**src/rtl/noise_pkg.sv**
```systemverilog
// -----------------------------------------------------------------------------
// noise_pkg
// Shared definitions for the noise statistics block: default sample width,
// the signed sample type, the acquisition state encoding and the histogram
// bin count (used only when NOISE_STAT_HIST_EN is defined).
// -----------------------------------------------------------------------------
package noise_pkg;

    localparam int SAMPLE_W = 24;
    localparam int HBINS    = 16;

    typedef logic signed [SAMPLE_W-1:0] sample_t;

    typedef enum logic [1:0] {
        IDLE = 2'd0,
        ACQ  = 2'd1,
        DONE = 2'd2
    } stat_state_t;

endpackage : noise_pkg

```
**src/rtl/noise_hist.sv**
```systemverilog
// -----------------------------------------------------------------------------
// noise_hist
// 16-bin histogram of the top four sample bits. The sign bit is inverted so
// that bin 0 holds the most negative samples. Bins are 16-bit saturating
// counters. The read port is registered: o_cnt shows bin i_sel one cycle later.
//
// Ports:
//   CK       clock
//   RB       synchronous active-high reset, clears every bin and the read reg
//   i_clr    clear all bins (start of a new acquisition)
//   i_upd    count i_msb into its bin this cycle
//   i_msb    top four bits of the sample, {C[SW-1], C[SW-2:SW-4]}
//   i_sel    bin to read
//   o_cnt    registered count of bin i_sel
// -----------------------------------------------------------------------------
module noise_hist
    import noise_pkg::*;
(
    input  logic        CK,
    input  logic        RB,
    input  logic        i_clr,
    input  logic        i_upd,
    input  logic [3:0]  i_msb,
    input  logic [3:0]  i_sel,
    output logic [15:0] o_cnt
);

    logic [15:0] r_bins [HBINS];
    logic [15:0] r_cnt;
    logic [3:0]  w_idx;

    // Offset-binary index: inverting the sign bit orders bins from most
    // negative (0) to most positive (15).
    assign w_idx = {~i_msb[3], i_msb[2:0]};

    always_ff @(posedge CK) begin
        // NOTE: the bins are a small flop array, not RAM, so clearing every
        // entry in one cycle is legitimate and needed for the start pulse.
        if (RB || i_clr) begin
            for (int i = 0; i < HBINS; i++) begin
                r_bins[i] <= '0;
            end
        end else if (i_upd && (r_bins[w_idx] != 16'hFFFF)) begin
            r_bins[w_idx] <= r_bins[w_idx] + 16'd1;
        end

        if (RB) begin
            r_cnt <= '0;
        end else begin
            r_cnt <= r_bins[i_sel];
        end
    end

    assign o_cnt = r_cnt;

endmodule : noise_hist

```
**src/rtl/noise_stat.sv**
```systemverilog
// -----------------------------------------------------------------------------
// noise_stat
// Accumulates NSAMP valid noise samples after a start pulse and reports count,
// signed sum, unsigned sum of squares and signed min/max. Optional 16-bin
// histogram compiled in with the macro NOISE_STAT_HIST_EN.
//
// Ports:
//   CK        clock
//   RB        synchronous active-high reset (overrides ST and C_vld)
//   ST        one-cycle start pulse: clears statistics, enters ACQ next cycle
//   C         signed sample, C_vld qualifies it (no backpressure)
//   busy      high in ACQ
//   done      high in DONE, results stable
//   cnt       valid samples accumulated
//   sum       signed running sum
//   sumsq     unsigned running sum of squares
//   smin/smax signed minimum / maximum sample
//   hist_sel  histogram bin select      (NOISE_STAT_HIST_EN only)
//   hist_cnt  registered bin count      (NOISE_STAT_HIST_EN only)
// -----------------------------------------------------------------------------
module noise_stat
    import noise_pkg::*;
#(
    parameter int NSAMP = 10000,
    parameter int SW    = SAMPLE_W
) (
    input  logic                  CK,
    input  logic                  RB,
    input  logic                  ST,
    input  logic signed [SW-1:0]  C,
    input  logic                  C_vld,
    output logic                  busy,
    output logic                  done,
    output logic [15:0]           cnt,
    output logic signed [SW+15:0] sum,
    output logic [2*SW+15:0]      sumsq,
    output logic signed [SW-1:0]  smin,
    output logic signed [SW-1:0]  smax
`ifdef NOISE_STAT_HIST_EN
    ,
    input  logic [3:0]            hist_sel,
    output logic [15:0]           hist_cnt
`endif
);

    stat_state_t           r_state;
    logic [15:0]           r_cnt;
    logic signed [SW+15:0] r_sum;
    logic [2*SW+15:0]      r_sumsq;
    logic signed [SW-1:0]  r_smin;
    logic signed [SW-1:0]  r_smax;

    logic                  w_take;
    logic                  w_last;
    logic signed [2*SW-1:0] w_c_wide;
    logic signed [2*SW-1:0] w_sq;

    // A sample coinciding with ST belongs to the old acquisition and is dropped.
    assign w_take = (r_state == ACQ) && C_vld && !ST;
    assign w_last = w_take && (r_cnt == 16'(NSAMP - 1));

    // Signed square in 2*SW bits; even (-2^(SW-1))^2 fits, so the result is
    // always non-negative and can be added as unsigned.
    assign w_c_wide = {{SW{C[SW-1]}}, C};
    assign w_sq     = w_c_wide * w_c_wide;

    always_ff @(posedge CK) begin
        if (RB) begin
            r_state <= IDLE;
            r_cnt   <= '0;
            r_sum   <= '0;
            r_sumsq <= '0;
            r_smin  <= '0;
            r_smax  <= '0;
        end else if (ST) begin
            // smin/smax are not cleared here: the first counted sample
            // overwrites them (r_cnt is zero then).
            r_state <= ACQ;
            r_cnt   <= '0;
            r_sum   <= '0;
            r_sumsq <= '0;
        end else if (w_take) begin
            // NOTE: non-blocking updates so every accumulator sees the
            // pre-edge r_cnt and sample values consistently.
            r_cnt   <= r_cnt + 16'd1;
            r_sum   <= r_sum + {{16{C[SW-1]}}, C};
            r_sumsq <= r_sumsq + {16'd0, $unsigned(w_sq)};
            if (r_cnt == 16'd0) begin
                r_smin <= C;
                r_smax <= C;
            end else begin
                if (C < r_smin) r_smin <= C;
                if (C > r_smax) r_smax <= C;
            end
            if (w_last) begin
                r_state <= DONE;
            end
        end
    end

    assign busy  = (r_state == ACQ);
    assign done  = (r_state == DONE);
    assign cnt   = r_cnt;
    assign sum   = r_sum;
    assign sumsq = r_sumsq;
    assign smin  = r_smin;
    assign smax  = r_smax;

`ifdef NOISE_STAT_HIST_EN
    noise_hist u_hist (
        .CK    (CK),
        .RB    (RB),
        .i_clr (ST),
        .i_upd (w_take),
        .i_msb (C[SW-1:SW-4]),
        .i_sel (hist_sel),
        .o_cnt (hist_cnt)
    );
`endif

endmodule : noise_stat

```
**config.mk**
```make
export PLATFORM = sky130hd
export DESIGN_NAME = noise_stat
export DESIGN_NICKNAME = d
export VERILOG_FILES = /design/src/rtl/noise_pkg.sv /design/src/rtl/noise_hist.sv /design/src/rtl/noise_stat.sv
export SDC_FILE = /design/constraint.sdc
export NUM_CORES = 2
export LEC_CHECK = 0
export CAP_MARGIN = 20
export CORE_MARGIN = 2
export CORE_UTILIZATION = 50
export CTS_CLUSTER_DIAMETER = 150
export DETAILED_ROUTE_END_ITERATION = 10
export GPL_TIMING_DRIVEN = 0
export HOLD_SLACK_MARGIN = 0.02
export PLACE_DENSITY = 0.69
export SLEW_MARGIN = 5
export SYNTH_ARGS = -nofsm -noshare
export SYNTH_HDL_FRONTEND = slang
export SYNTH_SLANG_ARGS = --single-unit
```
**constraint.sdc**
```tcl
create_clock -name CK -period 17.84 [get_ports CK]
set_clock_uncertainty 0.05 [all_clocks]
set_input_delay 3.568 -clock CK [delete_from_list [all_inputs] [get_ports CK]]
set_output_delay 3.568 -clock CK [all_outputs]
set_load 0.005 [all_outputs]
```
==> results.json <==
{
  "grt-ovfl-total": 0,
  "rows": 91,
  "grt_start_max_net_pins": 22,
  "setup-tns-final_ns": 0,
  "drtIter0Drc": 2035,
  "use_met2": 0.4916,
  "vias": 25272,
  "timing.final.crit_period_ns": 15.13,
  "crit_slowest_cell": "clkdlybuf4s50_1",
  "antenna_found_initial": 6,
  "clkSinkCount": 170,
  "drt_pass1_iterations": 6,
  "busiest_layer": "met2",
  "fin_crit_sh": 0.8478,
  "arrival_ns": 15.48,
  "portBuffers": 196,
  "crit_top_cell": "inv_1",
  "rsz0062_at_grt": "no",
  "cts-root-buf": "clkbuf_16",
  "wl_microns": 96690,
  "finalHoldViolations": 0,
  "fmax_mhz": 66.11,
  "post_cts_resize_count": 0,
  "cts_max_level": 4,
  "setup.worst_path.class": "in2reg",
  "ant_nets": 0,
  "utilization": 0.5612,
  "synth_edf_count": 0,
  "coreArea_sq_mm": 0.06137,
  "ys_ff_latch": 170,
  "finish.net_count": 4603,
  "hold_path_depth": 2,
  "tightest_slew_ns": 1.150,
  "mostFrequentLayoutCells": "inv_1 (759), fa_1 (558), nand2_1 (366)",
  "dp.final_hpwl_microns": 79520,
  "yosysUniqueCellTypes": 75,
  "drc_errors": 0,
  "place_congestion": 0.9766,
  "initial_utilization": 0.5024,
  "ys_seq_area_frac": 0.1104,
  "synthFlopType": "dfxtp_1",
  "required_ns": 18.19,
  "syn_inst": 3519,
  "hold_path.class": "reg2reg",
  "ys_warn_count": 0,
  "grt_pass1_wl_microns": 149700,
  "grtUsageMet3": 0.07971,
  "die_y_microns": 252.3,
  "vias_per_cell": 5.562,
  "cts_tree": "built",
  "cts.clk_slew.worst_paths_ns": 0.09,
  "syn_to_final_growth_pct": 11.70,
  "cts_buffer_depth": 2,
  "slew_headroom": 0.2262,
  "async_reset_ff_frac": 0,
  "synth_area_leaders": "fa_1 (36%), ha_1 (11%), dfxtp_1 (11%), inv_1 (9.2%), nand2_1 (4.5%)",
  "slowest_delay_ns": 1.00,
  "critical_path_peak_fanout": 10,
  "end_kind": "flop",
  "grt.met1_usage": 0.4134,
  "final.setup.worst_slack_ns": 2.715,
  "synth_top_area_frac": 0.3623,
  "syn_nets": 4386,
  "holdWs_ns": 0.4285,
  "post-cts-setup-buffers": 0,
  "max-cap-violations": 0,
  "setup_viol": 0,
  "top_level_ports": 198,
  "outcome": "finished, final reports clean",
  "numCtsBuffers": 17,
  "syn_area_per_cell_sq_um": 8.762,
  "worstSetupStartpointType": "input pin",
  "final-max-slew-violation-count": 0,
  "grt.total_usage": 0.3135,
  "drive_gt1_frac": 0.02054,
  "dieWidth_microns": 252.3,
  "yosys.area.top_type": "fa_1",
  "grt_pass1_vias": 25447,
  "multi_input_area_sq_mm": 0.02408,
  "postCtsHoldBufs": 0,
  "nFillCells": 5572,
  "wl_per_cell_microns": 21.28,
  "register_area_sq_mm": 0.003403,
  "netlist_area_sq_mm": 0.03083,
  "pre_cts_ws_ns": 2.516,
  "final_common_cell": "inv_1",
  "insertion_delay_ns": 0.52,
  "dieArea_sq_mm": 0.06367,
  "r2r_cells": 11
}
## cells by family after synthesis
kind of cell | after synthesis | share of synthesized area
flip-flops | 170 | 0.1104
multiplexers | 52 | 0.01696
XOR/XNOR | 143 | 0.04062
adder cells (fa/ha/maj) | 839 | 0.4763
buffers and inverters | 884 | 0.1086
AO/OA/AOI/OAI | 540 | 0.1139
AND/OR/NAND/NOR | 891 | 0.1331
## layout make-up
cell class	count	area share
clock inverter	15	0.005885
inverter	760	0.08283
multi-input combinational	2465	0.6992
timing repair buffer	198	0.05747
antenna	5	0.0003633
sequential	170	0.09882
buffer	124	0.01442
tap	790	0.02870
clock buffer	17	0.01235
## synthesized netlist by cell type, types with 11 or more instances
cell,n
inv_1,759
fa_1,558
nand2_1,366
ha_1,281
a21oi_1,201
nor2_1,195
dfxtp_1,170
clkbuf_1,106
xnor2_1,93
and2_1,90
a21o_1,85
o21ai_0,76
nand3_1,62
mux2i_1,50
xor2_1,50
nand4_1,30
nor3_1,29
nor2b_1,27
and3_1,24
o21a_1,24
a211oi_1,19
o21bai_1,19
a31oi_1,18
nand2b_1,17
or3_1,16
o211ai_1,11
o31ai_1,11
## layer usage
layer	wire, microns	vias to the layer above	share of wire
met1	39100	12381	0.40
met4	4608	6	0.048
met3	9551	260	0.099
met5	28	-	0.00029
met2	43400	1094	0.45
li1	-	11531	-
## worst paths after layout
| check | start | to | slack, ns |
|---|---|---|---|
| min | sumsq[9] | sumsq[9] | 0.43 |
| max reg2reg | smax[23] | smax[4] | 13.58 |
| min reg2reg | sumsq[9] | sumsq[9] | 0.43 |
| max | C[8] | sumsq[54] | 2.71 |
## worst max-delay path: cells and delay by family
family,cells,cell delay (ns)
adders and majority gates,9,4.50
buffers and inverters,11,3.00
AOI/OAI and AO/OA,14,3.87
and+or+nand+nor,5,0.50
## through the flow
stage / cell area [sq um] / cells
detailed placement: 33800 / 4507
floorplan: 30830 / 3519
global route: 34430 / 4539
finish: 34440 / 4544
global placement: 33780 / 4505
CTS: 34430 / 4539
## state kept, by name, indices dropped and copies added, names as in the netlist
name	count
sumsq	64
smin	24
r_state	2
smax	24
sum	40
cnt	16
Power is left out: the tool's default activity adds up to more than one toggle a clock period on the data nets, which glitch-free logic cannot reach.
